--- config.mk ---
export PLATFORM = sky130hd
export DESIGN_NAME = game_flow_sequencer
export DESIGN_NICKNAME = d
export VERILOG_FILES = /design/src/rtl/game_flow_sequencer.sv
export SDC_FILE = /design/constraint.sdc
export NUM_CORES = 1
export LEC_CHECK = 0
export CORE_AREA = 2 2 56 58
export DETAILED_ROUTE_END_ITERATION = 10
export DIE_AREA = 0 0 58 60
export PLACE_DENSITY = 0.67
export SYNTH_ARGS = -nofsm -noshare
export SYNTH_HDL_FRONTEND = slang
export SYNTH_SLANG_ARGS = --single-unit
--- constraint.sdc ---
create_clock -name clk -period 5.3 [get_ports clk]
set_clock_uncertainty 0.05 [all_clocks]
set_input_delay 1.325 -clock clk [delete_from_list [all_inputs] [get_ports clk]]
set_output_delay 1.325 -clock clk [all_outputs]
set_load 0.02 [all_outputs]
--- src/rtl/game_flow_sequencer.sv ---
// rtl/game_flow_sequencer.sv - frame-timed sequencer for info, countdown, GO and game-over overlays
module game_flow_sequencer #(
    parameter int FRAME_RATE   = 60,
    parameter int COUNT_FROM   = 3,
    parameter int GO_FRAMES    = 45,
    parameter int BLINK_FRAMES = 30,
    parameter int CNT_W        = 8
) (
    input  logic       clk,
    input  logic       rst,
    input  logic       vsync,
    input  logic       key_left,
    input  logic       key_right,
    input  logic       game_over,
    output logic       info_en,
    output logic       countdown_en,
    output logic [2:0] countdown_digit,
    output logic       go_en,
    output logic       over_en,
    output logic       game_run
);

    typedef enum logic [2:0] {
        S_IDLE,
        S_INFO,
        S_COUNT,
        S_GO,
        S_PLAY,
        S_OVER
    } state_t;

    localparam logic [CNT_W-1:0] FRAME_LAST = CNT_W'(FRAME_RATE - 1);
    localparam logic [CNT_W-1:0] GO_LAST    = CNT_W'(GO_FRAMES - 1);
    localparam logic [CNT_W-1:0] BLINK_LAST = CNT_W'(BLINK_FRAMES - 1);
    localparam logic [2:0]       DIGIT_INIT = 3'(COUNT_FROM);

    state_t           state_q, state_d;
    logic [CNT_W-1:0] frame_cnt_q, frame_cnt_d;
    logic [2:0]       digit_q, digit_d;
    logic             blink_q, blink_d;
    logic             vsync_q, key_q;
    logic             info_en_q, info_en_d;
    logic             countdown_en_q, countdown_en_d;
    logic             go_en_q, go_en_d;
    logic             over_en_q, over_en_d;
    logic             game_run_q, game_run_d;

    logic key_any;
    logic frame_tick;
    logic key_evt;

    assign key_any    = key_left | key_right;
    assign frame_tick = vsync & ~vsync_q;
    assign key_evt    = key_any & ~key_q;

    always_comb begin
        state_d     = state_q;
        frame_cnt_d = frame_cnt_q;
        digit_d     = digit_q;
        blink_d     = blink_q;

        case (state_q)
            S_IDLE: state_d = S_INFO;
            S_INFO: begin
                if (key_evt) begin
                    state_d = S_COUNT;
                    digit_d = DIGIT_INIT;
                end
            end
            S_COUNT: begin
                if (frame_tick) begin
                    if (frame_cnt_q == FRAME_LAST) begin
                        frame_cnt_d = '0;
                        if (digit_q == 3'd1) begin
                            state_d = S_GO;
                        end else begin
                            digit_d = digit_q - 3'd1;
                        end
                    end else begin
                        frame_cnt_d = frame_cnt_q + 1'b1;
                    end
                end
            end
            S_GO: begin
                // game_over outranks the GO timer expiring on the same cycle
                if (game_over) begin
                    state_d = S_OVER;
                    blink_d = 1'b1;
                end else if (frame_tick) begin
                    if (frame_cnt_q == GO_LAST) begin
                        state_d = S_PLAY;
                    end else begin
                        frame_cnt_d = frame_cnt_q + 1'b1;
                    end
                end
            end
            S_PLAY: begin
                if (game_over) begin
                    state_d = S_OVER;
                    blink_d = 1'b1;
                end
            end
            S_OVER: begin
                // a key only restarts once the player has respawned
                if (key_evt && !game_over) begin
                    state_d = S_INFO;
                end else if (frame_tick) begin
                    if (frame_cnt_q == BLINK_LAST) begin
                        frame_cnt_d = '0;
                        blink_d     = ~blink_q;
                    end else begin
                        frame_cnt_d = frame_cnt_q + 1'b1;
                    end
                end
            end
            default: state_d = S_IDLE;
        endcase

        if (state_d != state_q) begin
            frame_cnt_d = '0;
        end

        info_en_d      = (state_d == S_INFO);
        countdown_en_d = (state_d == S_COUNT);
        go_en_d        = (state_d == S_GO);
        over_en_d      = (state_d == S_OVER) && blink_d;
        game_run_d     = (state_d == S_GO) || (state_d == S_PLAY);
    end

    // edge detectors start high so a level already present at reset release is not an event
    always_ff @(posedge clk or negedge rst) begin
        if (!rst) begin
            state_q        <= S_IDLE;
            frame_cnt_q    <= '0;
            digit_q        <= DIGIT_INIT;
            blink_q        <= 1'b0;
            vsync_q        <= 1'b1;
            key_q          <= 1'b1;
            info_en_q      <= 1'b0;
            countdown_en_q <= 1'b0;
            go_en_q        <= 1'b0;
            over_en_q      <= 1'b0;
            game_run_q     <= 1'b0;
        end else begin
            state_q        <= state_d;
            frame_cnt_q    <= frame_cnt_d;
            digit_q        <= digit_d;
            blink_q        <= blink_d;
            vsync_q        <= vsync;
            key_q          <= key_any;
            info_en_q      <= info_en_d;
            countdown_en_q <= countdown_en_d;
            go_en_q        <= go_en_d;
            over_en_q      <= over_en_d;
            game_run_q     <= game_run_d;
        end
    end

    assign info_en         = info_en_q;
    assign countdown_en    = countdown_en_q;
    assign countdown_digit = digit_q;
    assign go_en           = go_en_q;
    assign over_en         = over_en_q;
    assign game_run        = game_run_q;

endmodule

==> run_results.csv <==
group,metric,value,unit
synth,ys.flop_type,"dfrtp_1",
setup_path,critical_path_arrival,3190,ps
setup_path,path_class,"in2reg",
cts,cts_root_buffer,"clkbuf_4",
cts,cts_inserted_buffers,3,
synth,syn_area,1330,um2
placement,gp_congestion,0.891,
setup_path,endpoint_kind,"flip-flop",
synth,ys_seq_area_share,41.7,%
cts,cts_buffer_depth,2,
synth,synth_top_family_by_area,"simple AND/OR/NAND/NOR gates",
grt,grt_max_degree,23,
synth,synth_cell_types,49,
drt,drc,0,
setup_path,worstPathRequired,5490,ps
setup_path,r2r_end,"frame_cnt_q[4]$_DFFE_PN0P_",
setup_path,start_kind,"input port",
synth,muxShareOfSynthArea,3.28,%
die,die-area,3480,um2
sta,period_share,56.6,%
run,max_cap_violations,0,
synth,syn_area_per_cell,9.95,um2
die,rows,20,
worst_hold_path,hold_path.class,"reg2reg",
sta,worstMarginPinSlew,968,ps
cells_and_area,num_antenna_cells,0,
power,p_per_area,449,nW/um2
placement,pre_cts_ws,1980,ps
die,die_h,60,um
grt,grt.overflow.total,0,
synth,synth_xor_area_share,0,%
sta,slew_headroom,35.3,%
sta,drv_slew,0,
cells_and_area,final_cells,180,
drt,drt_first_pass_iters,4,
run_status,run_status,"finished, final reports clean",
worst_hold_path,holdPathStages,1,
cts,clk_pin_slew,140,ps
grt,grt_pass1_vias,1070,
sta,tns,0,ps
synth,synthSimpleGateAreaFrac,28.0,%
setup_path,reg2reg_from,"frame_cnt_q[0]$_DFFE_PN0P_",
drt,routed_via_density,5.89,
cts,postCtsSetupBuffers,0,
sta,final-hold-violation-count,0,
setup_path,ff2ff_path_depth,6,
synth,syn_nets,145,
drt,avgRoutedWirePerCell,15.7,um
cts,cts-resized-gates,0,
sta,worst_slack,2300,ps
die,die_x,58,um
die,pin_count,14,
cts,htree_num_levels,1,
synth,synth_edf_count,0,
placement,port_buffers,13,
cts,cts_tree,"yes",
die,core-area,2900,um2
synth,yosys.area_share.adder,4.69,%
synth,synth_seq_cells,22,
synth,synth_compound_gate_area_share,19.1,%
setup_path,crit_fanout,9,
cells_and_area,drive_above_1_share,18.4,%
cts,cts_sinks,22,
placement,place_hpwl,2040,um
worst_hold_path,min_from,"blink_q$_DFF_PN0_",
worst_hold_path,worstHoldEndpoint,"blink_q$_DFF_PN0_",
cells_and_area,final_nets,159,
die,initial_core_util,45.9,%
cells_and_area,syn2layout_area_growth,15.3,%
synth,syn_inst,134,
grt,grt_pass1_wl,4940,um
drt,drtAntennaViolNets,0,
placement,dp_cells,176,
power,peakVddDrop,0.279,mV
sta,fmaxAchievable,333,MHz
synth,async_reset_ff_share,100,%
sta,rsz0062_at_grt,"false",
cts,insertion_delay,320,ps
setup_path,r2r_slack,3040,ps
drt,vias,1061,
grt,grt_usage,18.4,%
drt,drt-total-wl,2830,um
cts,ctsHoldBuffers,0,
sta,setup_violations,0,
power,p_leak,0.638,nW
synth,yosysWarnings,0,
grt,antenna_found_initial,0,
drt,drtIter0Drc,18,
sta,period_minus_slack,3000,ps
metal layers:
metal	up-vias	wire length, um	track usage (%)
li1	530	-	-
met5	-	0	0
met4	0	40	6.98
met2	22	1380	30.2
met1	505	1300	24.9
met3	4	108	2.16
synth_stat cells (2+ instances only):
cell type / count / area (um2)
a211oi_2: 2 / 25.0
mux2_2: 3 / 33.8
and4b_1: 2 / 20.0
clkbuf_1: 2 / 7.51
or2_2: 2 / 12.5
nor3b_1: 3 / 22.5
o21ai_0: 4 / 20.0
nand2_1: 11 / 41.3
nand2b_1: 3 / 18.8
a21oi_1: 11 / 55.1
or4_1: 2 / 15.0
a211o_1: 2 / 17.5
nor2_1: 6 / 22.5
and4bb_2: 2 / 25.0
inv_1: 6 / 22.5
nor2b_1: 2 / 12.5
o21bai_1: 2 / 15.0
dfstp_2: 4 / 105
and3_2: 2 / 15.0
nand3_1: 8 / 40.0
a31oi_1: 3 / 18.8
dfrtp_1: 18 / 450
nand3b_1: 4 / 30.0
ha_1: 5 / 62.6
worst max-delay path, stage by stage:
cell	delay [ps]
clkdlybuf4s50_1	430
o21ba_2	250
a211oi_2	350
a211oi_2	150
or4_1	530
a21oi_1	160
sequential cells by signal, summed over array words and instances, names as in the netlist:
name             cells
vsync_q              1
key_q                1
over_en              1
game_run             1
frame_cnt_q          8
info_en              1
blink_q              1
state_q              3
go_en                1
countdown_en         1
countdown_digit      3
layout by cell type (no fill, tap or decap), drive strengths merged, types with 3 or more instances in the layout:
cell type       n
o21ai           5
dfrtp          18
nand3b          4
nand3           8
nand2          11
a211oi          3
inv             6
nand2b          3
mux2            3
clkbuf          3
and3            3
clkdlybuf4s50  13
a31oi           3
and4b           3
dfstp           4
nor2            6
a21oi          11
ha              5
nor3b           3
how the worst max path moves through the flow:
stage	start	to	slack [ps]	cells past startpoint
2_1_floorplan	key_right	frame_cnt_q[7]$_DFFE_PN0P_	2570	5
5_1_grt	key_right	frame_cnt_q[6]$_DFFE_PN0P_	2220	6
4_1_cts	key_right	frame_cnt_q[7]$_DFFE_PN0P_	2310	6
3_5_place_dp	key_right	frame_cnt_q[7]$_DFFE_PN0P_	1980	6
3_3_place_gp	key_right	frame_cnt_q[7]$_DFFE_PN0P_	2040	6
6_report	key_right	frame_cnt_q[7]$_DFFE_PN0P_	2300	6
kinds of logic after synthesis:
kind of cell | count (synthesis)
AND/OR/NAND/NOR | 58
AO/OA/AOI/OAI | 35
flip-flops | 22
buffers and inverters | 10
adder cells (fa/ha/maj) | 5
multiplexers | 4
through the flow:
stage | hold WS [ps] | utilization (%) | total power, mW | cell area [um2]
floorplan | 421 | - | 0.468 | 1330
global placement | 489 | 51.2 | 0.553 | 1490
detailed placement | 471 | 51.2 | 0.564 | 1490
CTS | 491 | 53.0 | 0.695 | 1540
global route | 531 | 53.0 | 0.744 | 1540
finish | 485 | 53.0 | 0.690 | 1540
cell type report:
class / instances / area (um2)
Multi-Input combinational cell: 102 / 736
Tap cell: 33 / 41.3
Sequential cell: 22 / 556
Clock inverter: 1 / 30.0
Timing Repair Buffer: 13 / 130
Fill cell: 271 / 1370
Inverter: 6 / 22.5
Clock buffer: 3 / 22.5
report_power, final:
part / internal (mW) / switching, mW / total (mW)
combinational: 0.131 / 0.144 / 0.275
sequential: 0.218 / 0.0658 / 0.284
clock: 0.0765 / 0.0549 / 0.131
total: 0.425 / 0.265 / 0.690
(Power assumes the default switching activity.)
